### src/rtl/cdc_tx_queue.sv
// cdc_tx_queue: transmit-domain FIFO that feeds a CDC handshaker one word at a time.
// Build macro TXQ_DROP_COUNT_EN enables the saturating dropped-write counter on DropCount.
module cdc_tx_queue #(
  parameter int WID_DATA   = 8,
  parameter int DEPTH_LOG2 = 2
) (
  input  logic                  Clock,
  input  logic                  Reset,
  input  logic [WID_DATA-1:0]   WrData,
  input  logic                  WrEnable,
  output logic                  Full,
  output logic                  Empty,
  output logic [DEPTH_LOG2:0]   Count,
  output logic                  Overflow,
  input  logic                  OvfClear,
  output logic [WID_DATA-1:0]   HsData,
  output logic                  HsStart,
  input  logic                  HsBusy,
  output logic [7:0]            DropCount,
  output logic [1:0]            dbg_state
);

  localparam int DEPTH = 1 << DEPTH_LOG2;
  localparam logic [DEPTH_LOG2:0]   CNT_FULL = (DEPTH_LOG2 + 1)'(DEPTH);
  localparam logic [DEPTH_LOG2:0]   CNT_ONE  = (DEPTH_LOG2 + 1)'(1);
  localparam logic [DEPTH_LOG2-1:0] PTR_ONE  = DEPTH_LOG2'(1);

  typedef enum logic [1:0] {
    S_IDLE   = 2'd0,
    S_ISSUE  = 2'd1,
    S_ACCEPT = 2'd2,
    S_DRAIN  = 2'd3
  } state_t;

  state_t                state_q, state_d;
  logic [WID_DATA-1:0]   mem_q [DEPTH];
  logic [DEPTH_LOG2-1:0] wr_ptr_q, wr_ptr_d;
  logic [DEPTH_LOG2-1:0] rd_ptr_q, rd_ptr_d;
  logic [DEPTH_LOG2:0]   count_q, count_d;
  logic                  ovf_q, ovf_d;
  logic                  start_q, start_d;
  logic [WID_DATA-1:0]   data_q, data_d;
  logic                  full, empty, wr_acc, drop, pop;

  // Full/empty come from the count alone, judged on pre-edge state.
  assign full   = (count_q == CNT_FULL);
  assign empty  = (count_q == '0);
  assign wr_acc = WrEnable && !full;
  assign drop   = WrEnable && full;
  assign pop    = (state_q == S_IDLE) && !empty && !HsBusy;

  always_comb begin
    state_d = state_q;
    start_d = 1'b0;
    data_d  = data_q;
    case (state_q)
      S_IDLE: begin
        if (pop) begin
          data_d  = mem_q[rd_ptr_q];
          start_d = 1'b1;
          state_d = S_ISSUE;
        end
      end
      S_ISSUE: state_d = S_ACCEPT;
      S_ACCEPT: begin
        // No busy response means the start was missed: pulse again with the same word.
        if (HsBusy) begin
          state_d = S_DRAIN;
        end else begin
          start_d = 1'b1;
          state_d = S_ISSUE;
        end
      end
      S_DRAIN: begin
        if (!HsBusy) state_d = S_IDLE;
      end
      default: state_d = S_IDLE;
    endcase
  end

  always_comb begin
    wr_ptr_d = wr_acc ? wr_ptr_q + PTR_ONE : wr_ptr_q;
    rd_ptr_d = pop ? rd_ptr_q + PTR_ONE : rd_ptr_q;
    count_d  = count_q;
    case ({wr_acc, pop})
      2'b10:   count_d = count_q + CNT_ONE;
      2'b01:   count_d = count_q - CNT_ONE;
      default: count_d = count_q;
    endcase
    // A drop on the same edge as a clear keeps the flag set.
    ovf_d = ovf_q;
    if (drop) ovf_d = 1'b1;
    else if (OvfClear) ovf_d = 1'b0;
  end

  always_ff @(posedge Clock or negedge Reset) begin
    if (!Reset) begin
      state_q  <= S_IDLE;
      wr_ptr_q <= '0;
      rd_ptr_q <= '0;
      count_q  <= '0;
      ovf_q    <= 1'b0;
      start_q  <= 1'b0;
      data_q   <= '0;
    end else begin
      state_q  <= state_d;
      wr_ptr_q <= wr_ptr_d;
      rd_ptr_q <= rd_ptr_d;
      count_q  <= count_d;
      ovf_q    <= ovf_d;
      start_q  <= start_d;
      data_q   <= data_d;
    end
  end

  // Storage is deliberately left out of reset; count and pointers define validity.
  always_ff @(posedge Clock) begin
    if (wr_acc) mem_q[wr_ptr_q] <= WrData;
  end

`ifdef TXQ_DROP_COUNT_EN
  logic [7:0] drop_cnt_q, drop_cnt_d;

  always_comb begin
    drop_cnt_d = drop_cnt_q;
    if (drop) begin
      if (OvfClear) drop_cnt_d = 8'd1;
      else if (drop_cnt_q != 8'hFF) drop_cnt_d = drop_cnt_q + 8'd1;
    end else if (OvfClear) begin
      drop_cnt_d = 8'd0;
    end
  end

  always_ff @(posedge Clock or negedge Reset) begin
    if (!Reset) drop_cnt_q <= 8'd0;
    else        drop_cnt_q <= drop_cnt_d;
  end

  assign DropCount = drop_cnt_q;
`else
  assign DropCount = 8'd0;
`endif

  assign Full      = full;
  assign Empty     = empty;
  assign Count     = count_q;
  assign Overflow  = ovf_q;
  assign HsData    = data_q;
  assign HsStart   = start_q;
  assign dbg_state = state_q;

endmodule

### config.mk
export PLATFORM = sky130hd
export DESIGN_NAME = cdc_tx_queue
export DESIGN_NICKNAME = d
export VERILOG_FILES = /design/src/rtl/cdc_tx_queue.sv
export SDC_FILE = /design/constraint.sdc
export NUM_CORES = 1
export LEC_CHECK = 0
export ABC_CLOCK_PERIOD_IN_PS = 3200
export BUFFER_PORTS_ARGS = -buffer_cell sky130_fd_sc_hd__buf_2
export CORE_MARGIN = 8
export CORE_UTILIZATION = 40
export CTS_CLUSTER_DIAMETER = 150
export CTS_CLUSTER_SIZE = 14
export DETAILED_ROUTE_END_ITERATION = 7
export PLACE_DENSITY = 0.59
export RECOVER_POWER = 25
export SLEW_MARGIN = 30
export SYNTH_ARGS = -nofsm -noshare
export SYNTH_HDL_FRONTEND = slang
export SYNTH_SLANG_ARGS = --single-unit
export TNS_END_PERCENT = 5
### constraint.sdc
create_clock -name Clock -period 3.2 [get_ports Clock]
set_input_delay 0 -clock Clock [delete_from_list [all_inputs] [get_ports Clock]]
set_output_delay 0 -clock Clock [all_outputs]
set_load 0.005 [all_outputs]
==> flow_metrics.py, run 1 <==
metrics = {
    "run_status": {
        "status": "complete, no violations",
    },
    "setup_path": {
        "r2r_setup_slack_ns": 0.93,
        "critPathMaxStageDelay_ns": 0.43,
        "crit_type": "register to register",
        "path_cells": "nor3_1 > nand2b_1 > inv_1 > ha_1 > inv_1 > fa_1 > xor2_1 > nor2_1 > xor2_1",
        "worst_ep_arrival_time_ns": 2.49,
        "required_ns": 3.42,
        "crit_end": "Count[2]$_DFFE_PN0P_",
        "path_buf_inv": 2,
        "critPathTopFamily": "simple AND/OR/NAND/NOR gates",
        "crit_path_top_delay_cell": "dfrtp_1",
        "r2r-start": "dbg_state[1]$_DFFE_PN0P_",
        "r2r_end": "Count[2]$_DFFE_PN0P_",
        "cp.depth": 9,
        "startpoint": "dbg_state[1]$_DFFE_PN0P_",
        "worst_setup_path_start_kind": "register",
        "worstPathMaxFanout": 10,
        "cp-end-kind": "register",
        "reg2reg_depth": 9,
    },
    "clocking": {
        "clock_path_buffers": 2,
        "cts-buffers-inserted": 5,
        "cts_setup_buffers": 0,
        "cts.sinks": 51,
        "clk_pin_slew_ns": 0.08,
        "tritoncts": "built",
        "postCtsResizedCells": 0,
        "cts-root-buf": "clkbuf_8",
        "htree_levels": 2,
        "clkLatencyLatePin_ns": 0.29,
    },
    "floorplan": {
        "start_util_pct": 41.2,
        "placementRows": 26,
        "die_x_um": 88.5,
        "fp.dieH_um": 88.5,
        "pin_count": 38,
        "die_area_um2": 7830,
        "core_area_um2": 5110,
    },
    "synth": {
        "synth-edff-count": 32,
        "avgSynthCellArea_um2": 17.5,
        "ys_types": 26,
        "synth_top_cell_by_area": "edfxtp_1",
        "yosys-top-cells-area": "edfxtp_1 46%, dfrtp_1 23%, mux4_2 8.6%",
        "ys_seq_area_share_pct": 68.3,
        "syn_inst": 120,
        "synthArstFlopShare_pct": 37.3,
        "ys_ff_latch": 51,
        "ys_warn_count": 0,
        "synth_top_area_share_pct": 45.7,
        "syn_area_um2": 2100,
        "synth_ff_type": "edfxtp_1",
    },
    "sta": {
        "setup_tns_ns": 0,
        "tightest_slew_ns": 1.08,
        "max_freq_mhz": 440,
        "worst_clock_skew_ns": 0.00721,
        "rsz0062_at_grt": "false",
        "report.final.slew_viol_count": 0,
        "finalHoldViolations": 0,
        "relSlewSlack_pct": 28.2,
        "fin_crit_sh_pct": 71.0,
        "setup_ws_ns": 0.926,
        "setup_violations": 0,
        "finalCriticalPeriod_ns": 2.27,
    },
    "global_routing": {
        "grt.total_usage_pct": 10.2,
        "grt.overflow.total": 0,
        "antenna_found_initial": 0,
        "grt_pass1_vias": 1254,
        "grt_max_degree": 20,
        "grt_first_pass_wirelength_um": 5910,
    },
    "detailed_routing": {
        "totalWireLength_um": 3590,
        "viasPerCell": 4.57,
        "drtPass1Iterations": 4,
        "postRouteAntennaNets": 0,
        "drc": 0,
        "wl_per_cell_um": 15.3,
        "vias": 1075,
        "first_iter_violations": 71,
    },
    "pwr": {
        "power_frac_seq_pct": 53.0,
        "p_int_mw": 1.42,
        "ir_drop_mv": 0.345,
        "power.density_nw_per_um2": 823,
        "clockPowerShare_pct": 16.8,
        "swShare_pct": 30.2,
        "power.leakage_nw": 0.990,
        "p_comb_share_pct": 30.3,
        "p_sw_uw": 616,
    },
    "place": {
        "place_ws_ns": 0.916,
        "placed_cells": 215,
        "portBuffers": 29,
        "hpwl_um": 2570,
        "gp_congestion": 0.697,
        "postPlaceCellArea_um2": 2280,
    },
    "cells_and_area": {
        "post-route-util_pct": 48.5,
        "final_cell_mix": "32 x edfxtp_1, 25 x buf_2, 19 x dfrtp_1, 12 x dlygate4sd3_1, 10 x mux2_2",
        "antenna-diode-count": 0,
        "drive_gt1_share_pct": 30.9,
        "final_area_um2": 2480,
        "final_nets": 183,
        "area_delta_synth_final_pct": 17.7,
        "fin_cells": 235,
        "final_common_cell": "edfxtp_1",
    },
    "flow_run": {
        "drv_cap": 0,
    },
    "worst_hold_path": {
        "min_path_type": "primary input to register",
    },
}
==> timing repair <==
item | CTS | global route
hold endpoints to repair | 55 | 0
hold buffers | 12 | 0
setup endpoints to repair | 0 | 0
==> per-layer routing <==
layer	track usage (%)	wire length, µm
met3	3.90	213
met4	3.84	37
met2	17.9	1890
met5	0	0
met1	10.8	1450
==> how the worst min path moves through the flow <==
stage	startpoint	to	slack, ns	cells past startpoint
detailed placement	Reset	HsData[4]$_DFFE_PN0P_	-0.03	1
global placement	Reset	HsData[2]$_DFFE_PN0P_	-0.03	1
finish	WrEnable	wr_ptr_q[0]$_DFFE_PN0P_	0.18	3
CTS	WrEnable	wr_ptr_q[0]$_DFFE_PN0P_	0.18	3
global route	WrEnable	wr_ptr_q[0]$_DFFE_PN0P_	0.20	3
floorplan	Reset	Count[0]$_DFFE_PN0P_	-0.30	0
==> flip-flops by register name, indices dropped and copies added (netlist names) <==
name / cells
dbg_state: 2
wr_ptr_q: 2
mem_q: 32
Count: 3
HsStart: 1
Overflow: 1
HsData: 8
rd_ptr_q: 2
==> Yosys cell counts (2+ instances only) <==
master and n:
edfxtp_1 32, dfrtp_1 19, mux2_2 10, buf_4 9, inv_1 9, mux4_2 8
ha_1 5, and2_1 4, xnor2_1 4, nor2_1 2, nor3_1 2, xor2_1 2
==> area by class of cell <==
| type | instances | area (µm²) |
|---|---|---|
| clock buffer | 7 | 76.3 |
| sequential | 51 | 1440 |
| clock inverter | 1 | 5.00 |
| timing repair buffer | 41 | 260 |
| multi-input combinational | 56 | 577 |
| fill | 473 | 2630 |
| tap | 70 | 87.6 |
| inverter | 9 | 33.8 |
==> logic make-up after synthesis <==
family,after synthesis,share of synthesized area (%)
compound gates,2,0.654
xor+xnor,6,2.50
fa+ha+maj,6,3.93
buf+inv,20,5.53
flops,51,68.3
mux,19,14.4
other cells,1,0.178
simple gates,15,4.52
==> worst min-delay path, stage by stage <==
cell	delay [ns]
buf_2	0.10
nor2b_1	0.19
xnor2_1	0.15
==> power groups by stage <==
stage / sequential (mW) / combinational (mW) / clock, mW
floorplan: 1.03 / 0.469 / 0
global placement: 1.09 / 0.597 / 0
detailed placement: 1.10 / 0.616 / 0
CTS: 1.09 / 0.634 / 0.353
global route: 1.12 / 0.687 / 0.373
finish: 1.08 / 0.616 / 0.342
==> metrics by stage <==
stage	hold WS, ns	power, mW
after floorplan	-0.296	1.50
after detailed placement	-0.0255	1.72
after global routing	0.202	2.18
final	0.181	2.04
after global placement	-0.0349	1.68
after CTS	0.181	2.08
(Power assumes the default switching activity.)
==> inputs of run 2 (changes only) <==
--- a/config.mk
+++ b/config.mk
@@ -5,14 +5,14 @@
 export SDC_FILE = /design/constraint.sdc
 export NUM_CORES = 1
 export LEC_CHECK = 0
-export ABC_CLOCK_PERIOD_IN_PS = 3200
+export ABC_CLOCK_PERIOD_IN_PS = 1900
 export BUFFER_PORTS_ARGS = -buffer_cell sky130_fd_sc_hd__buf_2
 export CORE_MARGIN = 8
 export CORE_UTILIZATION = 40
 export CTS_CLUSTER_DIAMETER = 150
 export CTS_CLUSTER_SIZE = 14
 export DETAILED_ROUTE_END_ITERATION = 7
-export PLACE_DENSITY = 0.59
+export PLACE_DENSITY = 0.62
 export RECOVER_POWER = 25
 export SLEW_MARGIN = 30
 export SYNTH_ARGS = -nofsm -noshare
==> constraint.sdc (replaced) <==
create_clock -name Clock -period 1.9 [get_ports Clock]
set_input_delay 0 -clock Clock [delete_from_list [all_inputs] [get_ports Clock]]
set_output_delay 0 -clock Clock [all_outputs]
set_load 0.005 [all_outputs]
==> run 2 against run 1 <==
Effect of this change: final cell count up 5.5%; clock power up 76%; global-route usage up 0.38 points; maximum frequency up 21%; combinational power up 110%; sequential power up 63%; setup slack worse by 0.90 ns; core utilization up 2.5 points; critical path type unchanged; critical endpoint unchanged.
==> flow_metrics.py, run 2 (synthesized netlist as in run 1, its figures left out) <==
metrics = {
    "global_routing": {
        "grt.overflow.total": 0,
        "grt_pass1_vias": 1273,
        "grt_max_degree": 20,
        "grt_first_pass_wirelength_um": 6080,
        "antenna_found_initial": 0,
        "grt.total_usage_pct": 10.6,
    },
    "pwr": {
        "clockPowerShare_pct": 16.4,
        "p_int_mw": 2.56,
        "swShare_pct": 30.4,
        "p_comb_share_pct": 35.6,
        "power.leakage_nw": 1.05,
        "power.density_nw_per_um2": 1410,
        "p_sw_mw": 1.12,
        "power.total_mw": 3.67,
        "ir_drop_mv": 0.568,
        "power_frac_seq_pct": 47.9,
    },
    "floorplan": {
        "core_area_um2": 5110,
        "fp.dieH_um": 88.5,
        "placementRows": 26,
        "pin_count": 38,
        "start_util_pct": 41.2,
        "die_x_um": 88.5,
        "die_area_um2": 7830,
    },
    "sta": {
        "tightest_slew_ns": 1.14,
        "rsz0062_at_grt": "true",
        "max_freq_mhz": 533,
        "finalCriticalPeriod_ns": 1.87,
        "fin_crit_sh_pct": 98.7,
        "setup_tns_ns": 0,
        "holdWs_ns": 0.183,
        "setup_violations": 0,
        "relSlewSlack_pct": 24.1,
        "worst_clock_skew_ns": 0.00718,
        "report.final.slew_viol_count": 0,
        "finalHoldViolations": 0,
    },
    "worst_hold_path": {
        "min_path_type": "primary input to register",
    },
    "clocking": {
        "cts.sinks": 51,
        "tritoncts": "built",
        "cts-root-buf": "clkbuf_8",
        "cts-buffers-inserted": 5,
        "clock_path_buffers": 2,
        "clk_pin_slew_ns": 0.08,
        "htree_levels": 2,
        "clkLatencyLatePin_ns": 0.30,
    },
    "setup_path": {
        "worst_setup_path_start_kind": "register",
        "cp-end-kind": "register",
        "worstPathMaxFanout": 4,
        "crit_type": "register to register",
        "worst_ep_arrival_time_ns": 2.09,
        "required_ns": 2.12,
    },
    "place": {
        "postPlaceCellArea_um2": 2350,
        "portBuffers": 29,
        "placed_cells": 221,
        "hpwl_um": 2600,
        "gp_congestion": 0.739,
    },
    "cells_and_area": {
        "regMostFlops": "mem_q",
        "fill_cells": 444,
        "final_common_cell": "edfxtp_1",
        "final_nets": 196,
        "fin_cells": 248,
        "final_cell_mix": "32 x edfxtp_1, 24 x buf_2, 16 x dfrtp_1, 13 x buf_4, 12 x dlygate4sd3_1",
        "final_area_um2": 2600,
        "drive_gt1_share_pct": 39.9,
        "antenna-diode-count": 0,
        "area_delta_synth_final_pct": 23.7,
        "largest_reg_flops": 32,
    },
    "detailed_routing": {
        "drtPass1Iterations": 4,
        "viasPerCell": 4.57,
        "first_iter_violations": 43,
        "totalWireLength_um": 3720,
        "drc": 0,
        "postRouteAntennaNets": 0,
        "vias": 1133,
        "wl_per_cell_um": 15.0,
    },
    "run_status": {
        "status": "complete, no violations",
    },
    "flow_run": {
        "drv_cap": 0,
    },
}
run 2: through the flow:
| stage | worst slack, ns | utilization (%) |
|---|---|---|
| after detailed placement | -0.0387 | 45.9 |
| after global placement | 0.0849 | 45.9 |
| after floorplan | 0.0101 | - |
| after CTS | 0.0201 | 50.8 |
| after global routing | -0.149 | 51.0 |
| final | 0.0251 | 51.0 |
run 2: area by class of cell:
| type | instances | area, µm² | area share (%) |
|---|---|---|---|
| Multi-Input combinational cell | 56 | 596 | 22.9 |
| Clock buffer | 5 | 68.8 | 2.64 |
| Tap cell | 70 | 87.6 | 3.37 |
| Inverter | 9 | 33.8 | 1.30 |
| Clock inverter | 3 | 20.0 | 0.769 |
| Sequential cell | 51 | 1440 | 55.3 |
| Timing Repair Buffer | 54 | 357 | 13.7 |
run 2: worst paths after layout:
path                                        from                      end  slack (ns)  cells after the start
hold / removal                          WrEnable  wr_ptr_q[0]$_DFFE_PN0P_        0.18                      4
max in group asynchronous                  Reset     Count[2]$_DFFE_PN0P_        0.69                      2
hold reg to reg            HsData[6]$_DFFE_PN0P_    HsData[6]$_DFFE_PN0P_        0.51                      1
min in group asynchronous                  Reset    HsData[3]$_DFFE_PN0P_        0.44                      2
setup reg to reg            Count[0]$_DFFE_PN0P_     Count[2]$_DFFE_PN0P_        0.03                      9
setup / recovery            Count[0]$_DFFE_PN0P_     Count[2]$_DFFE_PN0P_        0.03                      9
run 2: power by group through the flow:
| stage | Sequential (mW) | Combinational (mW) | Clock [mW] |
|---|---|---|---|
| 5_1_grt | 1.81 | 1.45 | 0.678 |
| 2_1_floorplan | 1.75 | 0.815 | 0 |
| 3_5_place_dp | 1.80 | 1.21 | 0 |
| 4_1_cts | 1.77 | 1.32 | 0.631 |
| 6_report | 1.76 | 1.31 | 0.603 |
| 3_3_place_gp | 1.77 | 1.17 | 0 |
run 2: routing by layer:
metal / global-route usage, % / up-vias / part of all wire (%)
met1: 10.5 / 582 / 38
met2: 19.8 / 19 / 56
met5: 0 / - / 0
met4: 5.53 / 0 / 1.7
met3: 2.51 / 6 / 3.3
li1: - / 526 / -
run 2: what timing repair did:
action	CTS	global route
pin swaps	3	1
hold endpoints to repair	54	0
resized for setup	1	0
setup buffers	5	2
endpoints found under the setup margin	1	1
gates cloned	0	0
hold buffers	12	0
run 2: worst max-delay path, cell delays in order (launching register included):
cell,delay (ns)
dfrtp_2,0.45
nor3b_4,0.24
nor2b_2,0.07
inv_1,0.06
ha_2,0.17
inv_1,0.05
fa_2,0.33
xor2_1,0.15
nor2_1,0.13
xor2_1,0.15
==> inputs of run 3 (changes only) <==
--- a/config.mk
+++ b/config.mk
@@ -7,7 +7,6 @@
 export LEC_CHECK = 0
 export ABC_CLOCK_PERIOD_IN_PS = 1900
 export BUFFER_PORTS_ARGS = -buffer_cell sky130_fd_sc_hd__buf_2
-export CORE_MARGIN = 8
 export CORE_UTILIZATION = 40
 export CTS_CLUSTER_DIAMETER = 150
 export CTS_CLUSTER_SIZE = 14
==> run 3 against run 2 <==
Effect of this change: the run now ends with setup timing left; register-to-register slack got worse by 0.09 ns; non-clock buffer count grew 1; first-iteration DRC count up 51%; global-route usage is 3.7 points higher; via count is 0.62% lower; combinational power grew 4%; maximum frequency fell by 4.6%; flip-flop and latch count stayed put; critical path type unchanged; critical endpoint unchanged; largest cell class unchanged; highest routed layer unchanged.
==> flow_metrics.py, run 3 (synthesized netlist as in run 1, its figures left out) <==
metrics = {
    "run_status": {
        "status": "finished with violations",
        "violations": "setup timing",
    },
    "place": {
        "portBuffers": 29,
        "hpwl_um": 2400,
        "gp_congestion": 0.677,
        "place_ws_ns": -0.0154,
        "placed_cells": 221,
    },
    "pwr": {
        "power.leakage_nw": 1.07,
        "power.density_nw_per_um2": 1460,
        "ir_drop_mv": 0.571,
    },
    "global_routing": {
        "grt.total_usage_pct": 14.3,
        "grt_pass1_vias": 1124,
        "grt_first_pass_wirelength_um": 5530,
        "grt_max_degree": 20,
        "grt.overflow.total": 0,
        "antenna_found_initial": 0,
    },
    "sta": {
        "finalHoldViolations": 0,
        "finalCriticalPeriod_ns": 1.97,
        "max_freq_mhz": 509,
        "setup_violations": 1,
        "rsz0062_at_grt": "true",
        "fin_crit_sh_pct": 103,
        "tightest_slew_ns": 1.19,
        "relSlewSlack_pct": 20.7,
        "setup_ws_ns": -0.0651,
        "report.final.slew_viol_count": 0,
        "worst_clock_skew_ns": 0.00821,
        "setup_tns_ns": -0.0651,
    },
    "clocking": {
        "tritoncts": "built",
        "cts-root-buf": "clkbuf_8",
        "cts-buffers-inserted": 5,
        "cts.sinks": 51,
        "clock_path_buffers": 2,
        "clkLatencyLatePin_ns": 0.30,
        "htree_levels": 2,
        "clk_pin_slew_ns": 0.09,
    },
    "cells_and_area": {
        "largest_reg_flops": 32,
        "fin_cells": 249,
        "final_nets": 197,
        "final_common_cell": "edfxtp_1",
        "final_cell_mix": "32 x edfxtp_1, 21 x buf_2, 17 x dfrtp_1, 14 x buf_4, 12 x dlygate4sd3_1",
        "area_delta_synth_final_pct": 25.6,
        "regMostFlops": "mem_q",
        "drive_gt1_share_pct": 39.7,
        "antenna-diode-count": 0,
        "post-route-util_pct": 52.1,
    },
    "floorplan": {
        "die_area_um2": 5550,
        "core_area_um2": 5070,
        "pin_count": 38,
        "die_x_um": 74.5,
        "placementRows": 26,
        "start_util_pct": 41.4,
        "fp.dieH_um": 74.5,
    },
    "detailed_routing": {
        "totalWireLength_um": 3770,
        "viasPerCell": 4.52,
        "postRouteAntennaNets": 0,
        "first_iter_violations": 65,
        "drtPass1Iterations": 4,
        "vias": 1126,
        "drc": 0,
        "wl_per_cell_um": 15.1,
    },
    "setup_path": {
        "worstPathMaxFanout": 2,
        "cp-end-kind": "register",
        "crit_type": "register to register",
        "worst_ep_arrival_time_ns": 2.19,
        "required_ns": 2.12,
        "worst_setup_path_start_kind": "register",
    },
    "worst_hold_path": {
        "min_path_type": "primary input to register",
    },
    "flow_run": {
        "drv_cap": 0,
    },
}
==> run 3: changes by cell type in the layout (fill, tap and decap cells not counted), sizes merged <==
cell and change:
buf -2, bufinv +1, clkbuf +3, clkinvlp -1
==> run 3: cell type report <==
class	instances	area, µm²
fill	440	2430
sequential	51	1440
multi-input combinational	56	609
timing repair buffer	55	360
tap	70	87.6
clock buffer	5	68.8
clock inverter	3	43.8
inverter	9	33.8
==> run 3: timing repair <==
action / in CTS / in global routing
resized for setup: 0 / 3
hold buffers: 12 / 0
gates cloned: 0 / 0
buffers inserted: 4 / 4
pin swaps: 1 / 5
endpoints found under the setup margin: 1 / 2
hold endpoints to repair: 54 / 0
==> run 3: metal layers <==
metal	wire length, µm	vias to the layer above	track usage (%)
li1	-	530	-
met1	1570	573	18.6
met2	2060	18	22.6
met3	83	5	3.25
met4	55	0	6.92
met5	0	-	0
==> run 3: stage by stage <==
step / power, mW / cell area [µm²] / hold slack (ns)
finish: 3.87 / 2640 / 0.261
global route: 4.11 / 2640 / 0.286
CTS: 3.83 / 2610 / 0.178
detailed placement: 2.99 / 2350 / 0.00282
global placement: 2.92 / 2350 / -0.0160
floorplan: 2.56 / 2150 / -0.296
==> run 3: power by group <==
group / switching [mW] / internal, mW
combinational: 0.589 / 0.775
sequential: 0.212 / 1.54
clock: 0.360 / 0.392
==> run 3: critical path: stages, from the launching register on <==
cell and delay (ns):
dfrtp_1 0.40, nor3_2 0.31, nand2b_4 0.08, inv_1 0.07
ha_2 0.19, inv_2 0.04, fa_2 0.32, xor2_1 0.17
nor2_1 0.14, xor2_1 0.18
==> run 3: path summary, 6_finish.rpt <==
path                                          start  slack [ns]                      end  cells after the start
hold / removal                             WrEnable        0.26  wr_ptr_q[0]$_DFFE_PN0P_                      5
setup reg to reg           dbg_state[1]$_DFFE_PN0P_       -0.07     Count[2]$_DFFE_PN0P_                      9
setup / recovery           dbg_state[1]$_DFFE_PN0P_       -0.07     Count[2]$_DFFE_PN0P_                      9
max in group asynchronous                     Reset        0.66     Count[0]$_DFFE_PN0P_                      2
min in group asynchronous                     Reset        0.45    HsData[0]$_DFFE_PN0P_                      2
hold reg to reg               HsData[3]$_DFFE_PN0P_        0.51    HsData[3]$_DFFE_PN0P_                      1
